File: config.mk
export PLATFORM = sky130hd
export DESIGN_NAME = logic_unit_pipe
export DESIGN_NICKNAME = d
export VERILOG_FILES = /design/src/rtl/logic_unit_pkg.sv /design/src/rtl/logic_op_core.sv /design/src/rtl/logic_unit_pipe.sv
export SDC_FILE = /design/constraint.sdc
export NUM_CORES = 1
export LEC_CHECK = 0
export BUFFER_PORTS_ARGS = -buffer_cell sky130_fd_sc_hd__clkbuf_2
export CORE_ASPECT_RATIO = 1.4
export CORE_MARGIN = 2
export CORE_UTILIZATION = 30
export DETAILED_ROUTE_END_ITERATION = 8
export SKIP_LAST_GASP = 1
export SYNTH_ARGS = -nofsm -noshare
export SYNTH_HDL_FRONTEND = slang
export SYNTH_SLANG_ARGS = --single-unit
File: constraint.sdc
create_clock -name clk -period 6.74 [get_ports clk]
set_input_delay 0 -clock clk [delete_from_list [all_inputs] [get_ports clk]]
set_output_delay 0 -clock clk [all_outputs]
set_load 0.005 [all_outputs]
File: src/rtl/logic_unit_pkg.sv
`default_nettype none
// ============================================================================
// Module      : logic_unit_pkg
// Description : Shared definitions for the pipelined logic unit. Holds the
//               function-select encoding and the default datapath width.
//               The low two opcode bits keep the legacy {s1,s0} encoding.
// Revision    : 1.0 - initial release
// ============================================================================
package logic_unit_pkg;

   localparam int c_default_width = 8;

   typedef enum logic [2:0] {
      OP_AND  = 3'b000,
      OP_XOR  = 3'b001,
      OP_OR   = 3'b010,
      OP_NOT  = 3'b011,
      OP_NAND = 3'b100,
      OP_NOR  = 3'b101,
      OP_XNOR = 3'b110,
      OP_PASS = 3'b111
   } op_e;

endpackage
`default_nettype wire

File: src/rtl/logic_op_core.sv
`default_nettype none
// ============================================================================
// Module      : logic_op_core
// Description : Purely combinational bitwise function unit.
//               Ports: i_a, i_b  - WIDTH-bit operands
//                      i_op      - function select (op_e)
//                      o_result  - WIDTH-bit result (no carry, no extension)
// Revision    : 1.0 - initial release
// ============================================================================
module logic_op_core
   import logic_unit_pkg::*;
#(
   parameter int WIDTH = c_default_width
)(
   input  logic [WIDTH-1:0] i_a,
   input  logic [WIDTH-1:0] i_b,
   input  op_e              i_op,
   output logic [WIDTH-1:0] o_result
);

   always_comb begin
      o_result = '0;
      case (i_op)
         OP_AND  : o_result = i_a & i_b;
         OP_XOR  : o_result = i_a ^ i_b;
         OP_OR   : o_result = i_a | i_b;
         OP_NOT  : o_result = ~i_a;
         OP_NAND : o_result = ~(i_a & i_b);
         OP_NOR  : o_result = ~(i_a | i_b);
         OP_XNOR : o_result = ~(i_a ^ i_b);
         OP_PASS : o_result = i_a;
         default : o_result = '0;
      endcase
   end

endmodule
`default_nettype wire

File: src/rtl/logic_unit_pipe.sv
`default_nettype none
// ============================================================================
// Module      : logic_unit_pipe
// Description : Two-stage pipelined eight-function bitwise logic unit with
//               valid/ready handshakes on input and output.
//               S1 holds the accepted operands, S2 holds the registered
//               result with zero/parity flags.
//               Optional accumulator (build macro LOGICU_ACC_EN) can replace
//               operand B and capture results.
//               Ports: clk, rst (sync, active-high)
//                      in_valid/in_ready, a, b, op, use_acc, acc_wr, acc_clr
//                      out_valid/out_ready, out, zero, parity
// Revision    : 1.0 - initial release
// ============================================================================
module logic_unit_pipe
   import logic_unit_pkg::*;
#(
   parameter int WIDTH = c_default_width
)(
   input  logic             clk,
   input  logic             rst,
   input  logic             in_valid,
   output logic             in_ready,
   input  logic [WIDTH-1:0] a,
   input  logic [WIDTH-1:0] b,
   input  logic [2:0]       op,
   input  logic             use_acc,
   input  logic             acc_wr,
   input  logic             acc_clr,
   output logic             out_valid,
   input  logic             out_ready,
   output logic [WIDTH-1:0] out,
   output logic             zero,
   output logic             parity
);

   // Pipeline control
   logic             w_adv1;
   logic             w_adv2;
   logic             w_accept;

   // S1 operand stage
   logic             r_s1_valid_q, w_s1_valid_d;
   logic [WIDTH-1:0] r_s1_a_q,     w_s1_a_d;
   logic [WIDTH-1:0] r_s1_b_q,     w_s1_b_d;
   op_e              r_s1_op_q,    w_s1_op_d;

   // S2 result stage
   logic             r_out_valid_q, w_out_valid_d;
   logic [WIDTH-1:0] r_out_q,       w_out_d;
   logic             r_zero_q,      w_zero_d;
   logic             r_parity_q,    w_parity_d;

   logic [WIDTH-1:0] w_b_eff;
   logic [WIDTH-1:0] w_result;

   // A stage may advance when the stage after it is empty or draining.
   assign w_adv2   = !r_out_valid_q | out_ready;
   assign w_adv1   = !r_s1_valid_q | w_adv2;
   assign in_ready = w_adv1 & !rst;
   assign w_accept = in_valid & in_ready;

`ifdef LOGICU_ACC_EN
   logic             r_s1_use_acc_q, w_s1_use_acc_d;
   logic             r_s1_acc_wr_q,  w_s1_acc_wr_d;
   logic [WIDTH-1:0] r_acc_q,        w_acc_d;

   // Accumulator is sampled at the S1->S2 edge, so a back-to-back beat sees
   // the result written by the beat directly ahead of it.
   assign w_b_eff = r_s1_use_acc_q ? r_acc_q : r_s1_b_q;

   always_comb begin
      w_s1_use_acc_d = r_s1_use_acc_q;
      w_s1_acc_wr_d  = r_s1_acc_wr_q;
      if (w_adv1 && w_accept) begin
         w_s1_use_acc_d = use_acc;
         w_s1_acc_wr_d  = acc_wr;
      end
   end

   // Clear wins over a simultaneous write and ignores the handshake.
   always_comb begin
      w_acc_d = r_acc_q;
      if (acc_clr) begin
         w_acc_d = '0;
      end else if (w_adv2 && r_s1_valid_q && r_s1_acc_wr_q) begin
         w_acc_d = w_result;
      end
   end

   always_ff @(posedge clk) begin
      if (rst) begin
         r_s1_use_acc_q <= 1'b0;
         r_s1_acc_wr_q  <= 1'b0;
         r_acc_q        <= '0;
      end else begin
         r_s1_use_acc_q <= w_s1_use_acc_d;
         r_s1_acc_wr_q  <= w_s1_acc_wr_d;
         r_acc_q        <= w_acc_d;
      end
   end
`else
   // Accumulator controls remain on the boundary but have no effect.
   logic w_unused_acc_ctrl;
   assign w_unused_acc_ctrl = use_acc ^ acc_wr ^ acc_clr;
   assign w_b_eff           = r_s1_b_q;
`endif

   logic_op_core #(
      .WIDTH (WIDTH)
   ) u_core (
      .i_a      (r_s1_a_q),
      .i_b      (w_b_eff),
      .i_op     (r_s1_op_q),
      .o_result (w_result)
   );

   always_comb begin
      w_s1_valid_d = r_s1_valid_q;
      w_s1_a_d     = r_s1_a_q;
      w_s1_b_d     = r_s1_b_q;
      w_s1_op_d    = r_s1_op_q;
      if (w_adv1) begin
         w_s1_valid_d = w_accept;
         if (w_accept) begin
            w_s1_a_d  = a;
            w_s1_b_d  = b;
            w_s1_op_d = op_e'(op);
         end
      end
   end

   // Result data only changes when a new beat lands in S2, so it stays put
   // while the consumer is stalling.
   always_comb begin
      w_out_valid_d = r_out_valid_q;
      w_out_d       = r_out_q;
      w_zero_d      = r_zero_q;
      w_parity_d    = r_parity_q;
      if (w_adv2) begin
         w_out_valid_d = r_s1_valid_q;
         if (r_s1_valid_q) begin
            w_out_d    = w_result;
            w_zero_d   = ~|w_result;
            w_parity_d = ^w_result;
         end
      end
   end

   always_ff @(posedge clk) begin
      if (rst) begin
         r_s1_valid_q  <= 1'b0;
         r_s1_a_q      <= '0;
         r_s1_b_q      <= '0;
         r_s1_op_q     <= OP_AND;
         r_out_valid_q <= 1'b0;
         r_out_q       <= '0;
         r_zero_q      <= 1'b0;
         r_parity_q    <= 1'b0;
      end else begin
         r_s1_valid_q  <= w_s1_valid_d;
         r_s1_a_q      <= w_s1_a_d;
         r_s1_b_q      <= w_s1_b_d;
         r_s1_op_q     <= w_s1_op_d;
         r_out_valid_q <= w_out_valid_d;
         r_out_q       <= w_out_d;
         r_zero_q      <= w_zero_d;
         r_parity_q    <= w_parity_d;
      end
   end

   assign out_valid = r_out_valid_q;
   assign out       = r_out_q;
   assign zero      = r_zero_q;
   assign parity    = r_parity_q;

endmodule
`default_nettype wire

After elaboration in Yosys (flattened, before gate mapping)
Cells that the tools add are included.
Widths: inputs -> output; s select.
{"block": "totals", "ff_bits": 31, "in_bits": 26, "output_inout_bits": 12, "wordCells": 36}
{"block": "op_classes", "eq_ne": 7, "muxes": 1, "bitwise": 11, "n_reduce_logical": 9}
{"operator": "$pmux 8 s8", "n": 1}
{"operator": "$not 8->8", "n": 4}
{"operator": "$eq 3x3->1 const B", "n": 4}
{"operator": "$and 8x8->8", "n": 1}
{"operator": "$or 8x8->8", "n": 1}
{"operator": "$reduce_or 8->1", "n": 1}
{"operator": "$reduce_xor 8->1", "n": 1}
{"operator": "$xor 8x8->8", "n": 1}
{"operator": "$eq 3x2->1 const B", "n": 2}
{"operator": "$logic_not 1->1", "n": 4}
{"operator": "$reduce_and 2->1", "n": 2}
{"operator": "$eq 3x1->1 const B", "n": 1}
{"operator": "$logic_not 3->1", "n": 1}
{"operator": "$and 1x1->1", "n": 2}
{"operator": "$or 1x1->1", "n": 2}

Longest topological paths before layout
{"block": "depth", "word_depth": 6, "ltp_mapped": 10, "ltp_nobuf": 10}

Cells and area by module
From an unflattened synthesis, not the netlist that was laid out.
{"block": "hier_totals", "hier_cells": 270, "hier_area_um2": 2289.7}
{"mod": "logic_unit_pipe", "n_inst": 1, "cells_per_inst": 132, "area_each_um2": 1363.8, "seq_area_each_um2": 620.6}
{"mod": "logic_op_core", "n_inst": 1, "cells_per_inst": 138, "area_each_um2": 925.9, "seq_area_each_um2": 0.0}

Worst setup path before layout
OpenSTA, ideal clock, no wires.
{"block": "synth_path", "kind": "register to register", "start": "reg r_s1_a_q[2]", "end": "reg r_parity_q (netlist: parity)", "setup_time_ps": 86, "arrival_ps": 2093, "t_required_ps": 6654, "path_slack_ps": 4561, "stages_incl_launch_ff": 10, "path_buffers": 0, "period_less_slack_ps": 2179, "path_cell_list": "dfxtp_1 -> inv_1 -> ha_1 -> mux2_1 -> a221oi_2 -> o22ai_1 -> ha_1 -> xnor2_1 -> xnor2_1 -> a211oi_1"}
{"block": "synth_between", "elab_chain_len": 4, "word_cells_on_any_way": 9, "cone_classes": "mux (1); bitwise (7); reduce/logical (1)"}
{"item": "start, declared", "line_no": "logic_unit_pipe.sv:44", "text": "logic [WIDTH-1:0] r_s1_a_q, w_s1_a_d;"}
{"item": "start signal, assigned", "line_no": "logic_unit_pipe.sv:162", "text": "r_s1_a_q <= w_s1_a_d;"}
{"item": "$xor 8x8->8, or another cell as far along", "line_no": "logic_op_core.sv:25, logic_op_core.sv:30"}
{"item": "$not 8->8, on equally long branches", "line_no": "logic_op_core.sv:30, logic_op_core.sv:28, logic_op_core.sv:29"}
{"item": "$pmux 8 s8 (*)", "line_no": "logic_op_core.sv:23", "text": "case (i_op)"}
{"item": "$reduce_xor 8->1 (*)", "line_no": "logic_unit_pipe.sv:145", "text": "w_parity_d = ^w_result;"}
{"item": "end signal, assigned", "line_no": "logic_unit_pipe.sv:168", "text": "r_parity_q <= w_parity_d;"}
{"item": "end, declared", "line_no": "logic_unit_pipe.sv:52", "text": "logic r_parity_q, w_parity_d;"}
Every way passes the cells marked *; elsewhere a longest branch is shown, timed or not.
A chain may end at the register's enable or synchronous reset.

Final worst setup path
{"block": "layout_path", "start": "reg r_s1_op_q[2]", "end": "reg r_parity_q (netlist: parity)"}
{"block": "layout_between", "elab_chain_len": 3, "word_cells_on_any_way": 10, "cone_classes": "eq/ne (7); mux (1); reduce/logical (2)"}
{"item": "start, declared", "line_no": "logic_unit_pipe.sv:46", "text": "op_e r_s1_op_q, w_s1_op_d;"}
{"item": "start signal, assigned", "line_no": "logic_unit_pipe.sv:164", "text": "r_s1_op_q <= w_s1_op_d;"}
{"item": "$eq 3x3->1, or another cell as far along", "line_no": "logic_op_core.sv:23"}
{"item": "$pmux 8 s8 (*)", "line_no": "logic_op_core.sv:23"}
{"item": "$reduce_xor 8->1 (*)", "line_no": "logic_unit_pipe.sv:145"}
Marks and branches as above.

==> results_dict.tcl <==
set metrics [dict create \
    seq_area_frac_synth_pct 28.9 \
    status "finished clean" \
    antenna_found_initial 0 \
    firstDrtPassIters 4 \
    critPathCaptureType "register" \
    rr_endpoint "parity$_SDFFE_PP0P_" \
    r2r_slack_ns 4.18 \
    insertion_delay_ns 0.29 \
    syn2layout_area_growth_pct 24.3 \
    syn_nets 299 \
    syn_inst 253 \
    post-place-ws_ns 4.20 \
    clockBufferDepth 2 \
    yosys_register_bits 31 \
    ys.flop_type "dfxtp_1" \
    drtAntennaViolNets 0 \
    fp-row-count 36 \
    hold_path_depth 4 \
    yosys-top-cells-count "inv_1 (37), dfxtp_1 (31), nand3b_1 (24), ha_1 (20), nor2_1 (18)" \
    fin_crit_ns 2.56 \
    grt_first_pass_wirelength_um 6980 \
    timing.fmax_mhz 391 \
    num_antenna_cells 0 \
    slew_viol_final 0 \
    synth_cell_types 38 \
    setup_viol 0 \
    slowest_delay_ns 0.49 \
    period_share_pct 37.9 \
    p_total_w 0.000543 \
    worstSetupEndpoint "parity$_SDFFE_PP0P_" \
    synth-edff-count 0 \
    wl_per_cell_um 10.7 \
    cts_setup_buffers 0 \
    num-fill-cells 771 \
    cts_tree "built" \
    critPathArrivalTime_ns 2.75 \
    hold_viol 0 \
    die_w_um 75.5 \
    cellLeakagePower_nw 1.20 \
    tightest_slew_ns 1.07 \
    rr_worst_depth 8 \
    cp_cell_sequence "buf_4 -> mux2_1 -> a221oi_2 -> o22ai_1 -> ha_1 -> xnor2_1 -> xnor2_1 -> a211oi_1" \
    multi_input_area_mm2 0.00129 \
    r2r-start "r_s1_op_q[2]$_SDFFE_PP0P_" \
    worst_path_max_delay_cell "dfxtp_1" \
    crit_required_ns 6.94 \
    grt_overflow 0 \
    vias 1793 \
    cap_violations 0 \
    hold_slack_ns 0.0160 \
    crit_type "reg2reg" \
    yosys_warnings 0 \
    core_region_area_mm2 0.00694 \
    synthArstFlopShare_pct 0 \
    ys_top_cells_by_area "dfxtp_1 (29%), ha_1 (12%), nand3b_1 (8.4%)" \
    numCtsBuffers 5 \
    stdcell_count 395 \
    h-tree-depth 2 \
    port_buffers 34 \
    synth_top_area_cell "dfxtp_1" \
    groute.usage.overall_pct 11.1 \
    clock-root-buffer "clkbuf_8" \
    skew_ns 0.00663 \
    hold_path.class "in2reg" \
    first_global_vias 1605 \
    crit_path_max_fanout 23 \
    yosysMostFrequentCell "inv_1" \
    rsz0062_at_grt "false" \
    drc 0 \
    grt_start_max_net_pins 39 \
    syn_area_mm2 0.00215 \
    gp_congestion 0.739 \
    drt_wl_total_um 4230 \
    drive_gt1_share_pct 17.7 \
    tns_ns 0 \
    dp.cells 367 \
    peakVddDrop_v 0.0000673 \
    cp_common_cell "xnor2_1" \
    start_util_pct 31.0 \
    register_area_um2 621 \
    drtIter0Drc 33 \
    synth_top_area_share_pct 28.9 \
    crit_path_start "r_s1_op_q[2]$_SDFFE_PP0P_" \
    die-area_mm2 0.00787 \
    cts.sinks 31 \
    final_nets 345 \
    clk_pin_slew_worst_paths_ns 0.07 \
    powerDensity_mw_per_mm2 203 \
    dp_hpwl_um 3090 \
    syn_avg_cell_area_um2 8.50 \
    setup_ws_ns 4.18 \
    routed_via_density 4.54 \
    critPathLaunchType "register" \
    io_pins 38 \
    fp.dieH_um 104 \
    relSlewSlack_pct 28.5 \
]
[registers in the layout, summed over array words and instances, names as in the netlist]
name          cells
r_s1_op_q         3
zero              1
parity            1
r_s1_a_q          8
out               8
out_valid         1
r_s1_valid_q      1
r_s1_b_q          8
[how the worst min path moves through the flow]
stage,endpoint,start
floorplan,r_s1_valid_q$_SDFFE_PP0N_,in_valid
global placement,r_s1_a_q[2]$_SDFFE_PP0P_,a[2]
detailed placement,r_s1_b_q[6]$_SDFFE_PP0P_,b[6]
CTS,out_valid$_SDFFE_PP0P_,out_ready
global route,out_valid$_SDFFE_PP0P_,out_ready
finish,out_valid$_SDFFE_PP0P_,out_ready
[routing by layer]
metal	vias up	track usage (%)	share of wire [%]	routed length (µm)
met4	0	5.26	2.5	104
met3	7	1.84	4.2	177
li1	971	-	-	-
met2	30	18.4	47	1990
met5	-	0	0	0
met1	785	13.4	46	1960
[worst max-delay path: cells and delay by family (launching register included)]
kind	cells	cell delay, ns
AOI/OAI and AO/OA	3	0.62
xor gates and xnor gates	2	0.28
adders and majority gates	1	0.32
buffers and inverters	1	0.37
DFF	1	0.49
muxes	1	0.38
[cell usage in the layout, fill, tap and decap left out, types with 4 or more instances in the layout]
cell type      count
inv_1             37
clkbuf_2          34
dfxtp_1           31
nand3b_1          24
ha_1              20
dlygate4sd3_1     20
nor2_1            18
o22ai_1           11
o21ai_1           11
o21ai_0            8
nand2b_1           7
mux2i_1            6
nand2_1            6
o31ai_1            6
clkbuf_8           6
nor2b_1            5
a211oi_1           5
a21oi_1            5
xor2_1             5
a221oi_2           5
xnor2_1            4
mux2_1             4
[area by class of cell]
class	instances	share of cell area (%)
clock inverters	2	1.31
inverters	38	5.34
clock buffers	6	3.09
flip-flops and latches	31	23.2
well taps	95	4.45
repair buffers	55	14.1
multi-input cells	168	48.5
[power by group]
part           total [W]  switching [W]  internal [W]  leakage [nW]
logic           0.000138      0.0000649     0.0000730         0.881
clock network   0.000193      0.0000737      0.000120        0.0612
registers       0.000212      0.0000156      0.000196         0.255
[cells by family (layout without fill, tap and decap cells)]
logic type               after synthesis  after routing  share of synthesized area (%)
buffers and inverters                 54            101                           10.9
flip-flops                            31             31                           28.9
multiplexers                          12             12                           6.29
AO/OA/AOI/OAI                         60             60                           19.9
XOR/XNOR                               9              9                           3.67
AND/OR/NAND/NOR                       67             67                           18.7
adder cells (fa/ha/maj)               20             20                           11.6
[stage by stage]
stage | area [µm²] | util (%)
2_1_floorplan | 2150 | -
3_3_place_gp | 2350 | 33.9
3_5_place_dp | 2350 | 33.9
4_1_cts | 2670 | 38.5
5_1_grt | 2670 | 38.5
6_report | 2670 | 38.5
[timing repair]
action / 4_1_cts / 5_1_grt
hold buffers: 20 / 0
endpoints found under the hold margin: 20 / 0
gates resized for setup: 0 / 0
Power figures use the tool's default switching activity.
